**config.mk**
```make
export PLATFORM = sky130hd
export DESIGN_NAME = program_loader
export DESIGN_NICKNAME = d
export VERILOG_FILES = /design/src/rtl/cpu5_pkg.sv /design/src/rtl/program_loader.sv
export SDC_FILE = /design/constraint.sdc
export NUM_CORES = 1
export LEC_CHECK = 0
export ABC_AREA = 1
export BUFFER_PORTS_ARGS = -buffer_cell sky130_fd_sc_hd__buf_2
export CORE_UTILIZATION = 33
export DETAILED_ROUTE_END_ITERATION = 8
export PLACE_DENSITY = 0.56
export SLEW_MARGIN = 10
export SYNTH_ARGS = -nofsm -noshare
export SYNTH_HDL_FRONTEND = slang
export SYNTH_SLANG_ARGS = --single-unit
```
**constraint.sdc**
```tcl
create_clock -name clk -period 1.97 [get_ports clk]
set_input_delay 0 -clock clk [delete_from_list [all_inputs] [get_ports clk]]
set_output_delay 0 -clock clk [all_outputs]
set_load 0.05 [all_outputs]
```
**src/rtl/cpu5_pkg.sv**
```systemverilog
// Shared definitions for the 5-bit CPU slice.
//   DATA_W    : instruction word width
//   ADDR_W    : program RAM address width
//   RAM_DEPTH : program RAM entries
//   loader_state_t : program_loader FSM states
package cpu5_pkg;

  localparam int DATA_W    = 11;
  localparam int ADDR_W    = 3;
  localparam int RAM_DEPTH = 8;

  typedef enum logic [1:0] {
    LD_IDLE,
    LD_LOAD,
    LD_FILL,
    LD_RUN
  } loader_state_t;

endpackage

```
**src/rtl/program_loader.sv**
```systemverilog
// program_loader: streams instruction words into the CPU program RAM in
// order, optionally zero-fills the unused tail, then enables the PC.
//
// Ports
//   clk, reset          : clock, synchronous active-high reset
//   load_start          : one-cycle load request (IDLE or RUN only)
//   halt                : in RUN, stop the CPU and return to IDLE
//   in_valid/in_ready   : word stream handshake
//   in_data, in_last    : instruction word, final-word marker
//   RAM_Write_*         : CPU program RAM write port (registered)
//   PC_Enable           : CPU run enable
//   busy                : loading or filling
//   word_count          : words accepted in the current load (0..8)
//   overrun             : sticky, last RAM entry taken without in_last
module program_loader #(
  parameter int DATA_W    = cpu5_pkg::DATA_W,
  parameter int ADDR_W    = cpu5_pkg::ADDR_W,
  parameter bit ZERO_FILL = 1'b1
) (
  input  logic              clk,
  input  logic              reset,
  input  logic              load_start,
  input  logic              halt,
  input  logic              in_valid,
  output logic              in_ready,
  input  logic [DATA_W-1:0] in_data,
  input  logic              in_last,
  output logic              RAM_Write_Enable,
  output logic [ADDR_W-1:0] RAM_Write_Address,
  output logic [DATA_W-1:0] RAM_Write_Data,
  output logic              PC_Enable,
  output logic              busy,
  output logic [ADDR_W:0]   word_count,
  output logic              overrun
);

  import cpu5_pkg::loader_state_t;
  import cpu5_pkg::LD_IDLE;
  import cpu5_pkg::LD_LOAD;
  import cpu5_pkg::LD_FILL;
  import cpu5_pkg::LD_RUN;

  localparam logic [ADDR_W:0] COUNT_MAX = {1'b1, {ADDR_W{1'b0}}};

  loader_state_t     state_q, state_d;
  logic [ADDR_W-1:0] ptr_q, ptr_d;
  logic              wr_en_d;
  logic [ADDR_W-1:0] wr_addr_d;
  logic [DATA_W-1:0] wr_data_d;
  logic [ADDR_W:0]   count_d;
  logic              overrun_d;

  always_comb begin
    state_d   = state_q;
    ptr_d     = ptr_q;
    wr_en_d   = 1'b0;
    wr_addr_d = RAM_Write_Address;
    wr_data_d = RAM_Write_Data;
    count_d   = word_count;
    overrun_d = overrun;

    unique case (state_q)
      LD_IDLE: begin
        if (load_start) begin
          state_d   = LD_LOAD;
          ptr_d     = '0;
          count_d   = '0;
          overrun_d = 1'b0;
        end
      end

      LD_LOAD: begin
        // in_ready is always high while in LOAD, so in_valid is the handshake
        if (in_valid) begin
          wr_en_d   = 1'b1;
          wr_addr_d = ptr_q;
          wr_data_d = in_data;
          ptr_d     = ptr_q + 1'b1;
          if (word_count != COUNT_MAX) count_d = word_count + 1'b1;
          if (in_last || (ptr_q == '1)) begin
            if (!in_last) overrun_d = 1'b1;
            // a word landing at the top address wraps the pointer: nothing to fill
            state_d = (ZERO_FILL && (ptr_q != '1)) ? LD_FILL : LD_RUN;
          end
        end
      end

      LD_FILL: begin
        wr_en_d   = 1'b1;
        wr_addr_d = ptr_q;
        wr_data_d = '0;
        if (ptr_q == '1) state_d = LD_RUN;
        else             ptr_d   = ptr_q + 1'b1;
      end

      LD_RUN: begin
        // a reload takes priority over halt
        if (load_start) begin
          state_d   = LD_LOAD;
          ptr_d     = '0;
          count_d   = '0;
          overrun_d = 1'b0;
        end else if (halt) begin
          state_d = LD_IDLE;
        end
      end

      default: state_d = LD_IDLE;
    endcase
  end

  always_ff @(posedge clk) begin
    if (reset) begin
      state_q           <= LD_IDLE;
      ptr_q             <= '0;
      in_ready          <= 1'b0;
      RAM_Write_Enable  <= 1'b0;
      RAM_Write_Address <= '0;
      RAM_Write_Data    <= '0;
      PC_Enable         <= 1'b0;
      busy              <= 1'b0;
      word_count        <= '0;
      overrun           <= 1'b0;
    end else begin
      state_q           <= state_d;
      ptr_q             <= ptr_d;
      in_ready          <= (state_d == LD_LOAD);
      RAM_Write_Enable  <= wr_en_d;
      RAM_Write_Address <= wr_addr_d;
      RAM_Write_Data    <= wr_data_d;
      // enabling only after a full cycle in RUN keeps PC_Enable one cycle
      // behind the final RAM write
      PC_Enable         <= (state_q == LD_RUN) && (state_d == LD_RUN);
      busy              <= (state_d == LD_LOAD) || (state_d == LD_FILL);
      word_count        <= count_d;
      overrun           <= overrun_d;
    end
  end

endmodule

```
# Word-level counts from Yosys, hierarchy flattened
# Cells that the tools add are included.
# word_totals
register_bits	28
latch_bits	0
ram_bits	0
romBits	0
in_bits	17
output_inout_bits	23
elab_cells	65
mem_count	0
# op_classes
n_addsub	2
n_mul	0
div_mod_pow	0
n_lt_le_gt_ge	0
eq_ne	15
shift	0
mux	27
n_bitwise	0
reduce_logical	11
# op_table
op	n
case mux 11 bit (2 select lines)	1
two-way mux 2 bit	6
two-way mux 3 bit	4
two-way mux 4 bit	3
two-way mux 11 bit	1
inequality test 2 bit (second input constant)	5
case mux 3 bit (3 select lines)	1
== test 2 bit (second input constant)	4
case mux 2 bit (4 select lines)	1
case mux 4 bit (2 select lines)	1
two-way mux 1 bit	6
case mux 3 bit (2 select lines)	1
AND reduction 5 bit	1
adder 4 x 1 -> 4 bit (second input constant)	1
== test 2 x 1 -> 1 bit (second input constant)	2
inequality test 4 bit (second input constant)	1
case mux 1 bit (2 select lines)	2
AND reduction 4 bit	1
nonzero test 2 bit	2
adder 3 x 1 -> 3 bit (second input constant)	1
== test 3 bit (second input constant)	1
inequality test 3 bit (second input constant)	1
AND reduction 3 bit	1
logical NOT 2 bit	1
5 further kinds	6

# Longest topological paths before layout
# Gate-level depths: netlist of the first run.
# depth
word_depth	7
ltp_mapped	11
ltp_nobuf	11

# Worst setup path after synthesis of the first run
# OpenSTA, ideal clock, no wires.
# synth_path
path_kind	register to register
start	register ptr_q[0]
end	register busy
setup_ns	0.117
arrival_time_ns	1.497
required_time_ns	1.853
path_slack_ns	0.355
path_stages_with_launch	12
n_path_buf	0
synth_period_minus_slack_ns	1.615
path_cell_list	dfxtp_1 -> ha_1 -> ha_1 -> inv_1 -> nand2_1 -> nand2_1 -> nand2_1 -> a21oi_1 -> inv_1 -> ha_1 -> inv_1 -> nor2_1
# synth_via
elab_chain_len	7
elab_cells_between_ends	11
classes_between	eq/ne: 4; mux: 5; reduce/logical: 2
# synth_rtl
element	line_no	source
start: declaration	program_loader.sv:46	logic [ADDR_W-1:0] ptr_q, ptr_d;
start signal: assignment	program_loader.sv:126	ptr_q <= ptr_d;
inequality test 3 bit / == test 3 bit (equally long branches)	program_loader.sv:83, program_loader.sv:80, program_loader.sv:92	
two-way mux 1 bit / logical OR 1 bit (equally long branches)	program_loader.sv:83, program_loader.sv:80	
two-way mux 2 bit	program_loader.sv:80	if (in_last || (ptr_q == '1)) begin
two-way mux 2 bit	program_loader.sv:74	if (in_valid) begin
case mux 2 bit (4 select lines) *	program_loader.sv:62	unique case (state_q)
== test 2 x 1 -> 1 bit / == test 2 bit (equally long branches)	program_loader.sv:134	busy <= (state_d == LD_LOAD) || (state_d == LD_FILL);
logical OR 1 bit *	program_loader.sv:134	
end signal: assignment	program_loader.sv:134	
end: declaration	program_loader.sv:32	output logic busy,
# Mark *: on every way between the ends. The rest lies on a longest branch, timed or not.
# A chain may end at the register's enable or synchronous reset.

# Final worst setup path of the first run
# Ends and elaborated chain as after synthesis.

==> results by stage, run 1 <==
Power and ir drop:
- Dividing total power by cell area gives a power density of 801 nW/µm².
- The reported leakage power is 0.884 nW.
- VDD sags by at most 0.000304 V.

STA:
- On the final layout, the worst clock skew is between 0.003 and 0.004 ns.
- Summed over all failing endpoints, the final setup total negative slack is 0 ns.
- The number of hold violations in the final report is 0.
- The max-slew headroom at the worst pin is 71.8%.
- Based on the critical path, the design can be clocked at up to 568 MHz.
- For the pin with the worst max-slew slack, the measured transition is 0.423 ns.
- Setup violations remaining at the end of the flow were counted as 0.
- The max-slew violation count is 0.
- Setup repair after global routing left no endpoint under its margin.
- The minimum clock period after layout is 1.76 ns.
- The final critical path takes up 89.4% of the cycle.

Clock tree:
- CTS built an H-tree with a depth of 1.
- TritonCTS created 3 clock buffers.
- CTS placed an instance of sky130_fd_sc_hd__clkbuf_8 at the clock tree root.
- Post-CTS timing repair inserted 0 buffers for setup.
- TritonCTS built the clock tree.
- The latest clock arrival within the worst-skew pair is approximately 0.27 ns.
- The tree built by TritonCTS fans out to 28 sinks.
- Clock-pin slew was measured on the worst setup and hold paths at roughly 0.10 ns.
- No sink is reached through more buffers than the 2 on the longest clock path.

Hold path:
- The class of the most critical hold timing path is in2reg.
- In this run the most critical hold path is launched from in_valid.

Worst setup path:
- Following the worst setup path forward leads to its endpoint at busy.
- The startpoint of the worst setup timing path is ptr_q[0].
- The startpoint identified for the worst register-to-register timing path is ptr_q[0].
- The worst setup path is of the reg2reg kind.
- The setup check on the worst reg-to-reg path leaves a slack of ~0.21 ns.
- The endpoint arrival time on the critical path is 1.92 ns.
- The highest fanout seen on the critical path is 4.
- STA classifies the critical path endpoint as a flop.
- The worst register-to-register path ends at busy.
- The launching element type of the critical path is a flop.
- The data required time at the worst endpoint is 2.13 ns.
- The worst register-to-register path has a depth of 11.

Placed design:
- The half-perimeter wire length after detailed placement is 2160 µm.
- The last weighted congestion value of the routability-driven placer is 0.789.
- Once placement finished, the instance area stood at ~1600 µm².
- The count of buffers from port buffering is 39.

Yosys:
- The average instance area after synthesis is 7.28 µm².
- The combined area of all synthesized cells is between 1000 and 1500 µm².
- Summing the sequential cell areas from Yosys gives 41.4% of the chip area.
- The post-synthesis cell count is between 150 and 200.
- The fraction of post-synthesis cell area in the top cell type by area is about 41%.
- The synthesis-stage register bit count is 28.
- The number of nets in the synthesized netlist is 213.
- Sorting the synthesized cells by area gives the leading types as sky130_fd_sc_hd__dfxtp_1 41%, sky130_fd_sc_hd__nand2_1 13%, sky130_fd_sc_hd__ha_1 9.2%, sky130_fd_sc_hd__a21oi_1 7.4%, sky130_fd_sc_hd__nand3_1 6.7%.
- The Yosys step of the flow raised 0 warnings.
- The synthesized netlist contains 21 unique library cells.
- The post-synthesis cell type with the largest combined area is sky130_fd_sc_hd__dfxtp_1.

Route:
- The total DRC errors in the routed layout is 0.
- The total wire length after detailed routing is 3070 µm.
- The residual antenna-violating net count after detailed routing is 0.
- For this run, the detailed router's first-pass iteration total came to 4.
- Summing over every cut layer, the via total after detailed routing is 1284.
- In this run, the number of DRC markers left after iteration 0 of detailed routing was 51.
- The routed wirelength normalized by instance count is 10.7 µm.
- The via-per-instance ratio is 4.49.

Layout:
- The area occupied by multi-input gates is around 670 µm².
- 0 antenna diodes ended up in the layout.
- Relative to the synthesized area, the layout overhead comes to 30.9%.
- Cells with a size suffix above 1 make up 21.8% of the layout.
- Across the whole layout, storage elements account for 561 µm².
- The layout net count is approximately 270.
- The area of all placed cells without fillers is 1770 µm².
- The filler cells instantiated in the layout total 407.

Flow run:
- The number of maximum-capacitance violations is 0.

Floorplan:
- The horizontal extent of the die is 66.1 µm.
- The die outline area is 4360 µm².
- For this configuration, the core starts out at a cell density of 35.6%.
- The floorplan has 22 rows.
- The die height is 66.1 µm.
- The region available for standard cell placement spans 3800 µm².
- Pin placement for this block handled 40 I/O pins.

Global routing:
- The first global-routing pass estimated 5250 µm of wire.
- Across every metal layer, demand over resource in global routing totals 15.6%.
- The initial antenna violation count was 0.
- The total congestion overflow after global routing is 0.
- The via count of the first global-routing pass is 1168.
- The maximum number of pins on one net before global-route repair is 22.

Run status:
- The flow ran to the end, and the final reports show no timing, DRC or antenna violations.
[report_power, final]
group	internal, mW	switching (mW)
combinational	0.105	0.236
sequential	0.604	0.0245
clock	0.272	0.178
total	0.981	0.438
[registers in the layout (all words and copies together), names as in the netlist]
register,count
PC_Enable,1
RAM_Write_Address,3
RAM_Write_Data,11
RAM_Write_Enable,1
busy,1
in_ready,1
overrun,1
ptr_q,3
state_q,2
word_count,4
[synthesized netlist by cell type (all sizes together)]
master and instances:
inv 22, nand4 2, dfxtp 28, clkbuf 2, xnor2 1, a21oi 20, ha 10, nand3 18
a2bb2oi 1, nor2 22, nor3 1, a21boi 1, nand2 47, o21ai 7, a22oi 1, buf 3
[cell usage in the layout (no fill, tap or decap), types with 2 or more instances in the layout]
master                          instances
sky130_fd_sc_hd__a21oi_1               19
sky130_fd_sc_hd__buf_2                 39
sky130_fd_sc_hd__buf_4                  3
sky130_fd_sc_hd__clkbuf_8               3
sky130_fd_sc_hd__dfxtp_1               28
sky130_fd_sc_hd__dlygate4sd3_1         11
sky130_fd_sc_hd__ha_1                  10
sky130_fd_sc_hd__inv_1                 19
sky130_fd_sc_hd__inv_2                  3
sky130_fd_sc_hd__nand2_1               47
sky130_fd_sc_hd__nand3_1               18
sky130_fd_sc_hd__nand4_1                2
sky130_fd_sc_hd__nor2_1                21
sky130_fd_sc_hd__o21ai_0                6
[layer usage]
layer,up-vias,share of wire [%],GRT usage [%],wire length [µm]
met5,-,0,0,0
met2,20,46,25.6,1430
met3,2,3.1,3.10,95
li1,698,-,-,-
met4,0,0.85,3.99,26
met1,564,50,20.7,1520
[metrics by stage]
step	setup WS, ns	util, %	hold slack, ns	total power, mW	instances
floorplan	0.355	-	0.160	0.885	186
global placement	0.255	41.8	0.272	0.967	271
detailed placement	0.200	41.8	0.272	0.965	271
CTS	0.158	46.5	0.0590	1.44	286
global route	0.0612	46.6	0.0552	1.51	286
finish	0.210	46.6	0.0634	1.42	286
[cell families (layout without fill, tap and decap cells)]
family	count (synthesis)	after routing	share of synthesized area [%]
adder cells (fa/ha/maj)	10	10	9.24
XOR/XNOR	1	1	0.647
flip-flops	28	28	41.4
buffers and inverters	27	79	9.43
AND/OR/NAND/NOR	90	90	27.3
AO/OA/AOI/OAI	30	30	12.0
[final cells by class]
type,instances,share of cell area (%)
timing repair buffer,53,18.5
clock buffer,3,2.33
inverter,22,4.66
clock inverter,1,1.69
tap,48,3.39
sequential,28,31.6
multi-input combinational,131,37.8
[critical path, cell delays in order, from the launching register on]
cell	delay (ns)
sky130_fd_sc_hd__dfxtp_1	0.35
sky130_fd_sc_hd__ha_1	0.23
sky130_fd_sc_hd__ha_1	0.21
sky130_fd_sc_hd__inv_1	0.07
sky130_fd_sc_hd__nand2_1	0.06
sky130_fd_sc_hd__nand2_1	0.08
sky130_fd_sc_hd__nand2_1	0.07
sky130_fd_sc_hd__a21oi_2	0.17
sky130_fd_sc_hd__inv_1	0.06
sky130_fd_sc_hd__ha_1	0.26
sky130_fd_sc_hd__inv_1	0.05
sky130_fd_sc_hd__nor2_1	0.03
[how the worst min path moves through the flow]
stage                     cells past startpoint  slack, ns                  to
after floorplan                               2       0.16  RAM_Write_Data[10]
after global placement                        3       0.27   RAM_Write_Data[2]
after detailed placement                      3       0.27   RAM_Write_Data[4]
after CTS                                     3       0.06    RAM_Write_Enable
after global routing                          3       0.06    RAM_Write_Enable
final                                         3       0.06    RAM_Write_Enable
[timing repair]
| action | 4_1_cts | 5_1_grt |
|---|---|---|
| hold buffers | 11 | 0 |
| setup endpoints to repair | 0 | 1 |
| hold endpoints to repair | 11 | 0 |
| gates resized for setup | 0 | 1 |
(Power assumes the default switching activity.)
==> run 2: changes to the inputs <==
==> constraint.sdc (replaced) <==
create_clock -name clk -period 1.7 [get_ports clk]
set_input_delay 0 -clock clk [delete_from_list [all_inputs] [get_ports clk]]
set_output_delay 0 -clock clk [all_outputs]
set_load 0.05 [all_outputs]
==> run 2 against run 1 <==
Net effect: critical path depth did not move; count of clock-buffer cells in the layout did not move; critical endpoint unchanged; sequential share of layout area fell by 1.0 points; wire length increased by 2.2%; highest routed layer unchanged; cell count rose by 1.0%; first-iteration DRC count down 5.9%; sequential power rose by 17%; register-to-register slack got worse by 0.12 ns; setup slack worse by 0.12 ns; worst hold slack worse by 0.0018 ns.
==> results by stage, run 2 (synthesized netlist as in run 1, its figures left out) <==
Layout:
- The area growth from synthesis to layout is 36.4% (was 30.9%).
- The leading cell type in the layout, fill and taps excluded is sky130_fd_sc_hd__nand2_1 (unchanged).
- The register bank with the most flops is RAM_Write_Data (unchanged).
- The area of all placed cells without fillers was 1850 µm² (was 1770 µm²).
- The number of flip-flops under the largest register name is 11 (unchanged).
- Registers with the most flip-flops: RAM_Write_Data: 11 flops, word_count: 4 flops (unchanged).
- The number of inserted diodes is 0 (unchanged).
- The layout net count was 269 (was 266).
- The share of layout cells above drive strength 1 is 28.2% (was 21.8%).
- Most frequent cells in the layout: 47 x sky130_fd_sc_hd__nand2_1, 39 x sky130_fd_sc_hd__buf_2, 24 x sky130_fd_sc_hd__dfxtp_1 (was 47 x sky130_fd_sc_hd__nand2_1, 39 x sky130_fd_sc_hd__buf_2, 28 x sky130_fd_sc_hd__dfxtp_1).

Floorplan:
- The area of the core is 3800 µm² (unchanged).
- The number of cell rows is 22 (unchanged).
- The starting utilization of the core area is 35.6% (unchanged).
- The die outline area is 4360 µm² (unchanged).
- The number of ports placed on the die boundary is 40 (unchanged).
- The die height is 66.1 µm (unchanged).
- The horizontal extent of the die is 66.1 µm (unchanged).

Clock tree:
- The clock tree from TritonCTS is done (unchanged).
- The clock-pin slew on the worst setup and hold paths is 0.10 ns (about the same).
- The H-tree depth is 1 (unchanged).
- The latest clock arrival within the worst-skew pair came to 0.27 ns (about the same).
- The clock sink count is 28 (unchanged).
- The clock tree root buffer cell was sky130_fd_sc_hd__clkbuf_8 (unchanged).
- The total setup buffers inserted after CTS is 0 (unchanged).
- The worst-case clock buffer depth is 2 (unchanged).
- The TritonCTS buffer count is 3 (unchanged).

STA:
- The slew at the pin with the worst max-slew slack is 0.417 ns (was 0.423 ns).
- The minimum clock period after layout was 1.61 ns (was 1.76 ns).
- The total setup violations reported at the end of the flow is 0 (unchanged).
- The part of the cycle the worst path needs is 94.6% (was 89.4%).
- The max-slew headroom at the worst pin is 72.2% (was 71.8%).
- The highest clock frequency the design can meet is 622 MHz (was 568 MHz).
- The minimum hold slack is 0.0616 ns (was 0.0634 ns).
- The final setup skew is 0.00658 ns (was 0.00302 ns).
- The setup total negative slack is 0 ns (unchanged).
- The number of hold violations in the final report came to 0 (unchanged).
- The max-slew violation count is 0 (unchanged).

Global routing:
- The total congestion overflow after global routing was 0 (unchanged).
- The global-route usage over all layers is 15.4% (was 15.6%).
- The first-pass GRT wire length came to 5220 µm (was 5250 µm).
- The via count of the first global-routing pass was 1143 (was 1168).
- The maximum number of pins on one net before global-route repair is 22 (unchanged).
- The initial antenna violation count is 0 (unchanged).

Route:
- The count of vias placed by the detailed router came to 1307 (was 1284).
- The iteration count of the initial detailed-routing pass was 4 (unchanged).
- The routed wirelength normalized by instance count is 10.9 µm (was 10.7 µm).
- The topmost layer with routed signal wires is met4 (unchanged).
- The total DRC errors in the routed layout is 0 (unchanged).
- The residual antenna-violating net count after detailed routing came to 0 (unchanged).
- The starting DRC count in detailed routing is 48 (was 51).
- The met2 wirelength from detailed routing is 1400 µm (was 1430 µm).
- The length of routed met3 wiring is 91 µm (was 95 µm).
- The via-per-instance ratio is 4.52 (was 4.49).
- The total wire length after detailed routing is 3140 µm (was 3070 µm).
- The wire length on met1 was 1630 µm (was 1520 µm).

Power and ir drop:
- The internal power contribution is 1.15 mW (was 981 µW).
- The overall power was 1.67 mW (was 1.42 mW).
- The power per cell area is 906 nW/µm² (was 801 nW/µm²).
- The net switching power figure was 520 µW (was 438 µW).
- The part of the power in combinational logic was 25.0% (was 24.0%).
- The maximum VDD drop came to 0.000465 V (was 0.000304 V).
- The fraction of power spent switching nets is 31.1% (was 30.9%).
- The reported leakage power is 0.897 nW (was 0.884 nW).
- The proportion of power drawn by flip-flops and latches came to 43.8% (was 44.3%).
- The clock share of power is 31.3% (was 31.7%).

Worst setup path:
- The launching element type of the critical path is a flop (unchanged).
- The cell type with the highest occurrence count on the critical path is sky130_fd_sc_hd__nand2_1.
- The maximum cell stage delay along the critical path was 0.35 ns (about the same).
- The highest fanout seen on the critical path is 3 (was 4).
- The slowest cell on the critical path is sky130_fd_sc_hd__dfxtp_2 (was sky130_fd_sc_hd__dfxtp_1).
- The count of buffering cells on the critical path with inverters included was 3 (unchanged).
- The data required time at the worst endpoint is 1.86 ns (was 2.13 ns).
- The category of the most critical setup path was reg2reg (unchanged).
- The critical path endpoint category is a flop (unchanged).
- The family of cells with the greatest summed delay on the critical path is adder cells (unchanged).
- The endpoint arrival time on the critical path is 1.77 ns (was 1.92 ns).
- Critical path cell sequence: ha_4 > ha_4 > inv_2 > nand2_1 > nand2_1 > nand2_1 > a21oi_2 > inv_1 > ha_1 > inv_1 > nor2_1 (was ha_1 > ha_1 > inv_1 > nand2_1 > nand2_1 > nand2_1 > a21oi_2 > inv_1 > ha_1 > inv_1 > nor2_1).

Placed design:
- The half-perimeter wire length after detailed placement is 2190 µm (was 2160 µm).
- The count of buffers from port buffering is 39 (unchanged).
- The instance area after placement is 1610 µm² (was 1590 µm²).
- The last weighted congestion value of the routability-driven placer came to 0.904 (was 0.789).

Run status:
- Run status: complete, no violations (unchanged).

Hold path:
- The class of the most critical hold timing path is in2reg (unchanged).

Flow run:
- The number of maximum-capacitance violations was 0 (unchanged).
==> run 2: final timing paths <==
path                     startpoint                 to  slack (ns)  cells past startpoint
setup / recovery           ptr_q[1]               busy        0.09                     11
hold / removal             in_valid   RAM_Write_Enable        0.06                      3
setup reg to reg           ptr_q[1]               busy        0.09                     11
hold reg to reg   RAM_Write_Data[6]  RAM_Write_Data[6]        0.47                      2
==> run 2: layout make-up <==
| cell class | instances | area, µm² |
|---|---|---|
| Inverter | 22 | 82.6 |
| Multi-Input combinational cell | 131 | 717 |
| Sequential cell | 28 | 566 |
| Timing Repair Buffer | 56 | 350 |
| Tap cell | 48 | 60.1 |
| Clock inverter | 1 | 30.0 |
| Fill cell | 388 | 1950 |
| Clock buffer | 3 | 41.3 |
==> run 2: per-layer routing <==
metal	up-vias	track usage, %
li1	708	-
met1	575	21.5
met2	22	24.4
met3	2	2.59
met4	0	3.99
met5	-	0
==> run 2: metrics by stage <==
step / std cells / setup slack (ns) / util [%]
after detailed placement: 274 / 0.0327 / 42.4
final: 289 / 0.0916 / 48.6
after CTS: 289 / 0.0182 / 47.1
after global routing: 289 / -0.0225 / 48.6
after floorplan: 186 / 0.0853 / -
after global placement: 274 / 0.0789 / 42.4
==> run 2: worst reg2reg max path, stage by stage (launching register included) <==
cell	delay [ns]
sky130_fd_sc_hd__dfxtp_2	0.35
sky130_fd_sc_hd__ha_4	0.17
sky130_fd_sc_hd__ha_4	0.15
sky130_fd_sc_hd__inv_2	0.04
sky130_fd_sc_hd__nand2_1	0.05
sky130_fd_sc_hd__nand2_1	0.08
sky130_fd_sc_hd__nand2_1	0.08
sky130_fd_sc_hd__a21oi_2	0.17
sky130_fd_sc_hd__inv_1	0.06
sky130_fd_sc_hd__ha_1	0.26
sky130_fd_sc_hd__inv_1	0.05
sky130_fd_sc_hd__nor2_1	0.03
==> run 2: power by group through the flow <==
stage | Clock [mW] | Sequential [mW] | Combinational, mW
2_1_floorplan | 0 | 0.857 | 0.169
3_3_place_gp | 0 | 0.742 | 0.386
3_5_place_dp | 0 | 0.742 | 0.384
4_1_cts | 0.537 | 0.727 | 0.406
5_1_grt | 0.567 | 0.739 | 0.467
6_report | 0.523 | 0.732 | 0.418
==> run 2: timing repair <==
| item | in CTS | in global routing |
|---|---|---|
| gates resized for setup | 0 | 16 |
| setup endpoints to repair | 0 | 17 |
| hold buffers | 11 | 0 |
| endpoints found under the hold margin | 11 | 0 |
==> run 3: changes to the inputs <==
--- a/config.mk
+++ b/config.mk
@@ -9,7 +9,9 @@
 export BUFFER_PORTS_ARGS = -buffer_cell sky130_fd_sc_hd__buf_2
 export CORE_UTILIZATION = 33
 export DETAILED_ROUTE_END_ITERATION = 8
+export GPL_ROUTABILITY_DRIVEN = 0
 export PLACE_DENSITY = 0.56
+export RECOVER_POWER = 100
 export SLEW_MARGIN = 10
 export SYNTH_ARGS = -nofsm -noshare
 export SYNTH_HDL_FRONTEND = slang
==> run 3 against run 2 <==
Net effect: global-route usage is the same; via count up 0.54%; utilization shrank 0.76 points; critical endpoint unchanged.
==> results by stage, run 3 (synthesized netlist as in run 1, its figures left out) <==
Worst setup path:
- The slowest cell on the critical path is sky130_fd_sc_hd__dfxtp_2 (unchanged).
- The data required time at the worst endpoint is 1.86 ns (about the same).
- The category of the most critical setup path is reg2reg (unchanged).
- The count of buffering cells on the critical path with inverters included was 3 (unchanged).
- The launching element type of the critical path is a flop (unchanged).
- The cell type with the highest occurrence count on the critical path is sky130_fd_sc_hd__nand2_1 (unchanged).
- The critical path endpoint category was a flop (unchanged).
- The family of cells with the greatest summed delay on the critical path was adder cells (unchanged).
- The worst reg2reg path depth is 11 (unchanged).
- Critical path cell sequence: ha_4 > ha_4 > inv_2 > nand2_1 > nand2_1 > nand2_1 > a21oi_2 > inv_1 > ha_1 > inv_1 > nor2_1 (unchanged).
- The endpoint arrival time on the critical path is 1.77 ns (about the same).
- The total number of cells along the worst setup path is 11 (unchanged).
- The highest fanout seen on the critical path was 3 (unchanged).
- The maximum cell stage delay along the critical path is 0.35 ns (about the same).

Clock tree:
- The clock tree from TritonCTS is done (unchanged).
- The H-tree depth is 1 (unchanged).
- The clock sink count is 28 (unchanged).
- The clock-pin slew on the worst setup and hold paths is 0.10 ns (about the same).
- The TritonCTS buffer count is 3 (unchanged).
- The worst-case clock buffer depth is 2 (unchanged).
- The clock tree root buffer cell was sky130_fd_sc_hd__clkbuf_8 (unchanged).
- The latest clock arrival within the worst-skew pair is 0.27 ns (about the same).

STA:
- The slew at the pin with the worst max-slew slack was 0.619 ns (was 0.417 ns).
- The minimum clock period after layout is 1.61 ns (about the same).
- The part of the cycle the worst path needs was 94.7% (was 94.6%).
- The max-slew violation count is 0 (unchanged).
- The total setup violations reported at the end of the flow is 0 (unchanged).
- The minimum hold slack came to 0.0631 ns (was 0.0616 ns).
- The max-slew headroom at the worst pin is 58.9% (was 72.2%).
- The number of hold violations in the final report is 0 (unchanged).
- The highest clock frequency the design can meet was 621 MHz (was 622 MHz).
- The final setup skew is 0.00533 ns (was 0.00658 ns).

Power and ir drop:
- The overall power is 1.66 mW (was 1.67 mW).
- The maximum VDD drop is 0.000464 V (was 0.000465 V).
- The clock share of power is 31.4% (was 31.3%).
- The proportion of power drawn by flip-flops and latches is 44.1% (was 43.8%).
- The power per cell area is 915 nW/µm² (was 906 nW/µm²).
- The reported leakage power is 0.801 nW (was 0.897 nW).
- The internal power contribution is 1.14 mW (was 1.15 mW).
- The net switching power figure came to 519 µW (was 520 µW).
- The fraction of power spent switching nets is 31.2% (was 31.1%).
- The part of the power in combinational logic is 24.5% (was 25.0%).

Global routing:
- The global-route usage over all layers was 15.4% (unchanged).
- The via count of the first global-routing pass came to 1143 (unchanged).
- The total congestion overflow after global routing is 0 (unchanged).
- The first-pass GRT wire length is 5220 µm (unchanged).
- The initial antenna violation count came to 0 (unchanged).
- The maximum number of pins on one net before global-route repair is 22 (unchanged).

Layout:
- The number of flip-flops under the largest register name is 11 (unchanged).
- Registers with the most flip-flops: RAM_Write_Data: 11 flops, word_count: 4 flops (unchanged).
- The number of fill cells is 400 (was 388).
- The register bank with the most flops is RAM_Write_Data (unchanged).
- The leading cell type in the layout, fill and taps excluded is sky130_fd_sc_hd__nand2_1 (unchanged).
- The share of layout cells above drive strength 1 is 18.7% (was 28.2%).
- The layout net count is 269 (unchanged).
- The number of inserted diodes is 0 (unchanged).
- The end-of-flow core utilization is 47.9% (was 48.6%).
- The area growth from synthesis to layout is 34.3% (was 36.4%).
- Most frequent cells in the layout: 47 x sky130_fd_sc_hd__nand2_1, 24 x sky130_fd_sc_hd__dfxtp_1, 23 x sky130_fd_sc_hd__clkbuf_1 (was 47 x sky130_fd_sc_hd__nand2_1, 39 x sky130_fd_sc_hd__buf_2, 24 x sky130_fd_sc_hd__dfxtp_1).
- The area of all placed cells without fillers was 1820 µm² (was 1850 µm²).

Route:
- The count of vias placed by the detailed router is 1314 (was 1307).
- The total DRC errors in the routed layout is 0 (unchanged).
- The starting DRC count in detailed routing was 51 (was 48).
- The routed wirelength normalized by instance count came to 10.9 µm (about the same).
- The residual antenna-violating net count after detailed routing was 0 (unchanged).
- The iteration count of the initial detailed-routing pass is 4 (unchanged).
- The via-per-instance ratio was 4.55 (was 4.52).
- The total wire length after detailed routing is 3150 µm (was 3140 µm).

Run status:
- Run status: complete, no violations (unchanged).

Flow run:
- The number of maximum-capacitance violations came to 0 (unchanged).

Hold path:
- The class of the most critical hold timing path is in2reg (unchanged).
- The cell depth of the worst hold path is 3 (unchanged).

Floorplan:
- The horizontal extent of the die came to 66.1 µm (unchanged).
- The die outline area is 4360 µm² (unchanged).
- The number of ports placed on the die boundary came to 40 (unchanged).
- The starting utilization of the core area is 35.6% (unchanged).
- The number of cell rows was 22 (unchanged).
- The area of the core is 3800 µm² (unchanged).
- The die height came to 66.1 µm (unchanged).

Placed design:
- The count of buffers from port buffering is 39 (unchanged).
- The half-perimeter wire length after detailed placement is 2190 µm (unchanged).
- The instance area after placement is 1610 µm² (unchanged).
-- run 3: changes by cell type in the layout (fill, tap and decap cells not counted), sizes merged --
cell	delta
clkbuf	+23
buf	-23
-- run 3: area by class of cell --
class	instances	area (µm²)	share of cell area [%]
well taps	48	60.1	3.30
multi-input cells	131	717	39.4
flip-flops and latches	28	566	31.1
repair buffers	56	322	17.7
clock buffers	3	41.3	2.27
clock inverters	1	30.0	1.65
inverters	22	82.6	4.54
-- run 3: stage by stage --
step / setup slack [ns] / TNS [ns] / cells
after CTS: 0.0182 / 0 / 289
after floorplan: 0.0853 / 0 / 186
after global placement: 0.0789 / 0 / 274
final: 0.0895 / 0 / 289
after global routing: -0.0225 / -0.0225 / 289
after detailed placement: 0.0327 / 0 / 274
-- run 3: path summary, 6_finish.rpt --
path,startpoint,to,slack [ns]
max,ptr_q[1],busy,0.09
min,in_valid,RAM_Write_Enable,0.06
max reg2reg,ptr_q[1],busy,0.09
min reg2reg,RAM_Write_Data[6],RAM_Write_Data[6],0.47
-- run 3: what timing repair did --
item,CTS,global route
hold buffers,11,0
setup endpoints to repair,0,17
endpoints found under the hold margin,11,0
setup buffers,0,0
resized for setup,0,16
-- run 3: metal layers --
| layer | track usage, % | wire length (µm) | vias to the layer above |
|---|---|---|---|
| met1 | 21.5 | 1630 | 580 |
| met5 | 0 | 0 | - |
| met3 | 2.59 | 100 | 2 |
| met2 | 24.4 | 1390 | 24 |
| met4 | 3.99 | 25 | 0 |
| li1 | - | - | 708 |
-- run 3: power by group through the flow --
stage / registers, mW / clock network (mW) / logic (mW)
after floorplan: 0.857 / 0 / 0.169
after global placement: 0.742 / 0 / 0.386
after detailed placement: 0.742 / 0 / 0.384
after CTS: 0.727 / 0.537 / 0.406
after global routing: 0.740 / 0.567 / 0.457
final: 0.733 / 0.522 / 0.408
-- run 3: tightest hold or removal path: cells and delay by family --
family / cells / cell delay, ns
and+or+nand+nor: 1 / 0.08
buffers and inverters: 1 / 0.13
AOI/OAI and AO/OA: 1 / 0.08
